[src/rtl/enemy_spawn_scheduler.sv]
// enemy_spawn_scheduler: times enemy spawns, picks a free slot round-robin, counts kills/waves, latches game over.
// Latency: spawn_req rises interval+1 cycles after WAIT entry; kill/wave counters update the cycle after kill_pulse.
// Backpressure: spawn_req and its fields hold until spawn_ack; slot_over drops spawn_req combinationally.
// Optional feature: define ANGLE_DEDUP_EN to resample angles that collide with a live enemy's angle.
module enemy_spawn_scheduler #(
  parameter int          NUM_SLOTS      = 4,
  parameter int unsigned BASE_INTERVAL  = 50000000,
  parameter int unsigned INTERVAL_STEP  = 5000000,
  parameter int unsigned MIN_INTERVAL   = 10000000,
  parameter int unsigned KILLS_PER_WAVE = 8,
  parameter int unsigned WAVE_T2        = 2,
  localparam int         SW             = $clog2(NUM_SLOTS)
) (
  input  logic                 clk,
  input  logic                 reset,
  input  logic                 start,
  input  logic [NUM_SLOTS-1:0] slot_busy,
  input  logic [NUM_SLOTS-1:0] slot_over,
  input  logic [NUM_SLOTS-1:0] kill_pulse,
  input  logic [3:0]           rng_angle,
  input  logic [1:0]           rng_type,
  input  logic                 spawn_ack,
  output logic                 spawn_req,
  output logic [SW-1:0]        spawn_slot,
  output logic [3:0]           spawn_angle,
  output logic [1:0]           spawn_type,
  output logic [15:0]          kill_count,
  output logic [3:0]           wave,
  output logic                 game_over,
  output logic [2:0]           state_dbg
);

  localparam logic [2:0] ST_IDLE  = 3'd0;
  localparam logic [2:0] ST_WAIT  = 3'd1;
  localparam logic [2:0] ST_PICK  = 3'd2;
  localparam logic [2:0] ST_ISSUE = 3'd3;
  localparam logic [2:0] ST_OVER  = 3'd4;

  logic [2:0]    state;
  logic [31:0]   wait_cnt;
  logic [31:0]   cur_interval;
  logic [SW-1:0] rr_ptr;
  logic [SW-1:0] pick_slot;
  logic [SW-1:0] rr_next;
  logic [SW:0]   scan_idx;
  logic          pick_found;
  logic          accept_pick;
  logic          any_over;
  logic          counting;
  logic [3:0]    kill_pop;
  logic [16:0]   kill_sum;
  logic [7:0]    kill_since;
  logic [7:0]    since_sum;
  logic [1:0]    mapped_type;

  // Spawn interval for a wave level; the subtraction is guarded so it never wraps.
  function automatic logic [31:0] interval_for(input logic [3:0] w);
    logic [31:0] step_total;
    logic [31:0] diff;
    step_total = 32'(w) * INTERVAL_STEP;
    if (step_total >= BASE_INTERVAL) begin
      return MIN_INTERVAL;
    end
    diff = BASE_INTERVAL - step_total;
    return (diff < MIN_INTERVAL) ? MIN_INTERVAL : diff;
  endfunction

  assign any_over  = |slot_over;
  assign counting  = (state == ST_WAIT) || (state == ST_PICK) || (state == ST_ISSUE);
  assign state_dbg = state;
  // Request drops in the very cycle an enemy reaches the centre.
  assign spawn_req = (state == ST_ISSUE) && !any_over;

  assign kill_pop  = 4'($countones(kill_pulse));
  assign kill_sum  = {1'b0, kill_count} + 17'(kill_pop);
  assign since_sum = kill_since + 8'(kill_pop);
  assign rr_next   = (pick_slot == SW'(NUM_SLOTS - 1)) ? '0 : pick_slot + SW'(1);

  // Round-robin scan: first free slot at or after rr_ptr, wrapping.
  always_comb begin
    pick_found = 1'b0;
    pick_slot  = '0;
    scan_idx   = '0;
    for (int i = 0; i < NUM_SLOTS; i++) begin
      scan_idx = {1'b0, rr_ptr} + (SW+1)'(i);
      if (scan_idx >= (SW+1)'(NUM_SLOTS)) begin
        scan_idx = scan_idx - (SW+1)'(NUM_SLOTS);
      end
      if (!pick_found && !slot_busy[scan_idx[SW-1:0]]) begin
        pick_found = 1'b1;
        pick_slot  = scan_idx[SW-1:0];
      end
    end
  end

  // Type 3 is unused; type 2 is held back to type 1 on early waves.
  always_comb begin
    mapped_type = rng_type;
    if (rng_type == 2'd3) begin
      mapped_type = 2'd0;
    end else if ((rng_type == 2'd2) && (wave < 4'(WAVE_T2))) begin
      mapped_type = 2'd1;
    end
  end

`ifdef ANGLE_DEDUP_EN
  logic [3:0] slot_angle [NUM_SLOTS];
  logic [3:0] dedup_tries;
  logic       angle_clash;

  // Does the offered angle match any live enemy we spawned earlier?
  always_comb begin
    angle_clash = 1'b0;
    for (int j = 0; j < NUM_SLOTS; j++) begin
      if (slot_busy[SW'(j)] && (slot_angle[SW'(j)] == rng_angle)) begin
        angle_clash = 1'b1;
      end
    end
  end

  // After 15 rejected samples the 16th is taken regardless.
  assign accept_pick = pick_found && (!angle_clash || (dedup_tries == 4'd15));

  // Remember each slot's spawn angle and count resample attempts in PICK.
  always_ff @(posedge clk or negedge reset) begin
    if (!reset) begin
      for (int j = 0; j < NUM_SLOTS; j++) begin
        slot_angle[SW'(j)] <= '0;
      end
      dedup_tries <= '0;
    end else if ((state == ST_PICK) && !any_over) begin
      if (accept_pick) begin
        slot_angle[pick_slot] <= rng_angle;
        dedup_tries           <= '0;
      end else if (pick_found) begin
        dedup_tries <= dedup_tries + 4'd1;
      end
    end
  end
`else
  assign accept_pick = pick_found;
`endif

  // Main sequencer: interval timer, slot pick, request handshake, game-over latch.
  always_ff @(posedge clk or negedge reset) begin
    if (!reset) begin
      state        <= ST_IDLE;
      wait_cnt     <= '0;
      cur_interval <= '0;
      rr_ptr       <= '0;
      spawn_slot   <= '0;
      spawn_angle  <= '0;
      spawn_type   <= '0;
      game_over    <= 1'b0;
    end else if ((state != ST_IDLE) && any_over) begin
      state     <= ST_OVER;
      game_over <= 1'b1;
    end else begin
      case (state)
        ST_IDLE: begin
          if (start) begin
            state        <= ST_WAIT;
            wait_cnt     <= '0;
            cur_interval <= interval_for(wave);
          end
        end
        ST_WAIT: begin
          if (wait_cnt + 32'd1 >= cur_interval) begin
            state    <= ST_PICK;
            wait_cnt <= '0;
          end else begin
            wait_cnt <= wait_cnt + 32'd1;
          end
        end
        ST_PICK: begin
          if (accept_pick) begin
            state       <= ST_ISSUE;
            spawn_slot  <= pick_slot;
            spawn_angle <= rng_angle;
            spawn_type  <= mapped_type;
            rr_ptr      <= rr_next;
          end
        end
        ST_ISSUE: begin
          if (spawn_ack) begin
            state        <= ST_WAIT;
            wait_cnt     <= '0;
            cur_interval <= interval_for(wave);
          end
        end
        default: state <= ST_OVER;
      endcase
    end
  end

  // Kill tally and wave advance; frozen outside the active states.
  always_ff @(posedge clk or negedge reset) begin
    if (!reset) begin
      kill_count <= '0;
      wave       <= '0;
      kill_since <= '0;
    end else if (counting) begin
      kill_count <= kill_sum[16] ? 16'hFFFF : kill_sum[15:0];
      if (since_sum >= 8'(KILLS_PER_WAVE)) begin
        kill_since <= since_sum - 8'(KILLS_PER_WAVE);
        if (wave != 4'd15) begin
          wave <= wave + 4'd1;
        end
      end else begin
        kill_since <= since_sum;
      end
    end
  end

endmodule

[config.mk]
export PLATFORM = sky130hd
export DESIGN_NAME = enemy_spawn_scheduler
export DESIGN_NICKNAME = d
export VERILOG_FILES = /design/src/rtl/enemy_spawn_scheduler.sv
export SDC_FILE = /design/constraint.sdc
export NUM_CORES = 1
export LEC_CHECK = 0
export ABC_CLOCK_PERIOD_IN_PS = 12100
export CAP_MARGIN = 0
export CELL_PAD_IN_SITES_DETAIL_PLACEMENT = 0
export CELL_PAD_IN_SITES_GLOBAL_PLACEMENT = 1
export CORE_MARGIN = 2
export CORE_UTILIZATION = 50
export CTS_BUF_LIST = sky130_fd_sc_hd__clkbuf_4 sky130_fd_sc_hd__clkbuf_8 sky130_fd_sc_hd__clkbuf_16
export DETAILED_ROUTE_END_ITERATION = 8
export GPL_ROUTABILITY_DRIVEN = 0
export GPL_TIMING_DRIVEN = 0
export MAX_ROUTING_LAYER = met4
export PLACE_DENSITY_LB_ADDON = 0.1
export REMOVE_ABC_BUFFERS = 1
export SYNTH_ARGS = -nofsm -noshare
export SYNTH_HDL_FRONTEND = slang
export SYNTH_SLANG_ARGS = --single-unit
[constraint.sdc]
create_clock -name clk -period 12.1 [get_ports clk]
set_clock_uncertainty 0.05 [all_clocks]
set_input_delay 3.63 -clock clk [delete_from_list [all_inputs] [get_ports clk]]
set_output_delay 3.63 -clock clk [all_outputs]
set_load 0.1 [all_outputs]
== Word level (Yosys, flattened, before mapping) ==
Index checks and enable logic that the tools add are counted.
Word-level totals
  bits of input ports: 22
  logic and storage cells: 129
  output and inout bits: 33
  register bits: 106
Operators by class
  bitwise logic cells: 1
  $lt $le $gt $ge: 13
  mux-type cells: 49
  $add $sub $neg: 17
  multipliers: 1
  reduce and logical (&&, ||, !) cells: 24
  equality and inequality tests: 13
Operator list (count)
  $mux W32: 9
  $pmux W32 S3: 1
  $pmux W32 S2: 1
  $add A32 B1 Y32 const B: 1
  $ge A32 B32 Y1: 1
  $lt A32 B24 Y1 const B: 1
  $sub A26 B27 Y28 const A: 1
  $ge A27 B26 Y1 const B: 1
  $mux W2: 11
  $mul A4 B17 Y21 const B: 1
  $add A16 B3 Y17: 1
  $mux W16: 1
  $mux W1: 15
  $mux W3: 5
  $lt A2 B3 Y1 const B: 4
  $pmux W3 S4: 1
  $reduce_and A4 Y1: 3
  $ge A3 B3 Y1 const B: 3
  $add A8 B3 Y8: 1
  $bmux W1 S2: 4
  $ge A8 B4 Y1 const B: 1
  $mux W8: 1
  $sub A2 B1 Y2 const B: 4
  $sub A8 B4 Y8 const B: 1
  other kinds (25): 45

== Logic depth before layout (Yosys ltp) ==
  depth in word-level cells: 17
  depth in mapped cells: 21

== Worst setup path after synthesis ==
Ideal clock, no wire load.
  kind: input-to-output
  start: input slot_over[1]
  end: output spawn_req
  arrival time: 5101 ps
  path slack: 3319 ps
  path buffers: 0
  cell stages on the path: 4
  cell sequence: nor4_1 -> nor2b_1 -> nand3_1 -> inv_1
On the way
  cells in the longest elaborated chain, start to end: 3
Ends and longest elaborated chain
  start, declared: RTL line 18  | input logic [NUM_SLOTS-1:0] slot_over,
  $reduce_or A4 Y1: RTL line 68  | assign any_over = |slot_over;
  $logic_not A1 Y1: RTL line 72  | assign spawn_req = (state == ST_ISSUE) && !any_over;
  $logic_and A1 B1 Y1: RTL line 72
  end, declared: RTL line 23  | output logic spawn_req,
No other way between the ends.

== Final worst setup path ==
Same ends and word-level chain as after synthesis.

==> flow_summary.yaml <==
critical_path:
  cp.required_ns: 8.42
  worst-setup-path-type: "primary input to output pin"
  cp-startpoint: "slot_over[1]"
  worstPathArrival_ns: 6.45
  r2r_start: "wait_cnt[0]"
  startpoint_type: "primary input"
  path_max_fanout: 5
  endpoint_kind: "output pin"
clocking:
  postCtsResizedCells: 0
  cts_tree: "done"
  cts.sinks: 96
  cts_setup_buffers: 0
  h-tree-depth: 3
  clock_path_buffers: 2
  numCtsBuffers: 9
  path_clk_slew_ns: 0.06
  postCtsHoldBufs: 0
  cts_root_buffer: "clkbuf_16"
  clkLatencyLatePin_ns: 0.35
yosys:
  synth-compound-area-share_pct: 22.07
  synth_edf_count: 0
  yosys_warnings: 0
  yosys.cell_types.count: 89
  synth-seq-cells: 96
  yosys.area_share.simple_pct: 19.78
  yosys-top-cells-area: "dfrtp_1, ha_1, xnor2_1, o21ai_0, nand2_1"
  syn_inst: 854
  ys_seq_area_share_pct: 31.84
  synth_top_family_by_area: "compound AO/OA/AOI/OAI gates"
  synth.area.mux_share_pct: 1.608
  synth_top_area_share_pct: 31.84
  synth-xor-area-share_pct: 8.771
  synth_flop_cell: "dfrtp_1"
  async_flop_share_pct: 100.0
  synthAdderAreaFrac_pct: 11.77
  synthesis.area_um2: 7546
  yosysTopAreaCell: "dfrtp_1"
  post_synth.cell_area_avg_um2: 8.836
power_and_ir_drop:
  power_frac_clock_pct: 25.8
  irDropWorstVdd_uv: 106.3
  power_frac_seq_pct: 31.1
  combPwrFrac_pct: 43.1
  switching_share_pct: 38.00
  p_int_w: 0.0007538
  p_leak_nw: 3.848
  power.density_nw_per_um2: 142.4
  p_switching_w: 0.0004620
sta:
  finalHoldViolations: 0
  finalSetupViolations: 0
  drv_slew: 0
  tns_ns: 0
  fin_crit_ns: 10.13
  post-route-period-util_pct: 83.76
  tightest_slew_ns: 1.122
  rsz0062_at_grt: "no"
  maxSlewHeadroom_pct: 25.07
  fmax_mhz: 98.67
finish:
  drive_gt1_share_pct: 6.927
  layout_commonest_cell: "dfrtp_1"
  fin_nets: 980
  fillers: 1276
  post-route-util_pct: 58.30
  syn2layout_area_growth_pct: 13.15
  mostFrequentLayoutCells: "dfrtp_1, nand2_1, ha_1, o21ai_0, nor2_1"
  antenna_cells: 0
  multiInputGateArea_um2: 4830
  seq_area_um2: 2402
global_route:
  grt_pass1_wl_mm: 29.68
  grt_pass1_vias: 6269
  antenna_found_initial: 0
  grtUsageTotal_pct: 22.89
  grt_max_degree: 67
  grt.overflow.total: 0
job:
  max-cap-violations: 0
die:
  die_x_um: 126.9
  num_rows: 44
  coreArea_um2: 14640
  die-height_um: 126.9
  io_pins: 55
  start_util_pct: 51.53
  die_area_um2: 16090
worst_hold_path:
  hold_class: "flop to flop"
  min_from: "spawn_type[1]"
drt:
  via_count: 6416
  initialDrtViolationCount: 374
  ant_nets: 0
  vias_per_cell: 5.946
  wire_per_inst_um: 16.01
  drc: 0
  wl_mm: 17.27
  drt-pass1-iter-count: 5
run_status:
  status: "finished, final reports clean"
placement:
  hpwl_mm: 12.69
  io_buffers: 54
## registers in the layout, summed over array words and instances (netlist names)
name,flops
cur_interval,22
spawn_slot,2
game_over,1
spawn_angle,4
spawn_type,2
kill_count,16
wave,4
wait_cnt,32
state_dbg,3
kill_since,8
rr_ptr,2
## Yosys cell counts, types with 4 or more instances
library cell  count
dfrtp_1          96
nand2_1          78
ha_1             63
o21ai_0          60
nor2_1           55
inv_1            49
xnor2_1          42
a21oi_1          40
nand3_1          37
xor2_1           28
nand2b_1         27
clkbuf_1         25
nor3_1           19
o31ai_1          19
nand4_1          16
and3_1           15
a21o_1           14
and2_1           12
nor2b_1          10
mux2_2            9
o22ai_1           9
o22a_1            7
a31oi_1           6
a211oi_1          5
fa_1              5
o41ai_1           5
a21boi_0          4
a22oi_1           4
## through the flow
step	instances	hold slack [ns]	instance area [um2]	setup slack [ns]	power, W
after detailed placement	1063	0.4282	8212	1.966	0.0009068
after floorplan	824	0.4023	7416	3.272	0.0007880
final	1079	0.4405	8538	1.966	0.001216
after CTS	1079	0.4432	8538	1.979	0.001225
after global placement	1062	0.4110	8187	2.073	0.0008902
after global routing	1079	0.4724	8538	1.782	0.001298
## layout make-up
class,count,share of cell area [%]
multi-input cells,679,56.57
clock inverters,5,0.9379
well taps,184,2.696
inverters,49,2.154
clock buffers,11,2.887
flip-flops and latches,96,28.14
repair buffers,55,6.624
## power by group through the flow
stage	logic, W	registers [W]	clock network, W
detailed placement	0.000522	0.000384	0
global placement	0.000507	0.000384	0
global route	0.000583	0.000383	0.000332
floorplan	0.000395	0.000393	0
CTS	0.000524	0.000379	0.000322
finish	0.000523	0.000379	0.000314
## critical path: stages
cell and delay, ns:
clkdlybuf4s50_1 0.40, nor4_1 0.77, nor2b_1 0.31, nand3_1 0.13
inv_1 0.09, clkdlybuf4s50_1 1.12
## path summary, 6_finish.rpt
check	cells after the start	end	slack [ns]
max	6	spawn_req	1.97
min	2	spawn_type[1]	0.44
max reg2reg	19	state_dbg[0]	6.10
min reg2reg	2	spawn_type[1]	0.44
max in group asynchronous	2	cur_interval[13]	8.14
min in group asynchronous	1	kill_since[1]	3.17
## layer usage
layer	share of wire, %	vias to the layer above	GRT usage [%]	wire [um]
met5	0	-	-	0
met4	1.2	0	5.818	212
met3	3.8	18	3.627	662
met2	47	123	37.51	8182
met1	48	3135	29.85	8212
li1	-	3140	-	-
## logic make-up (layout without fill, tap and decap cells)
logic type / after synthesis / after routing
AO/OA/AOI/OAI: 232 / 232
XOR/XNOR: 73 / 73
adder cells (fa/ha/maj): 68 / 68
buffers and inverters: 79 / 120
flip-flops: 96 / 96
multiplexers: 11 / 11
AND/OR/NAND/NOR: 295 / 295
No activity file was read; power rests on OpenSTA's default activity.
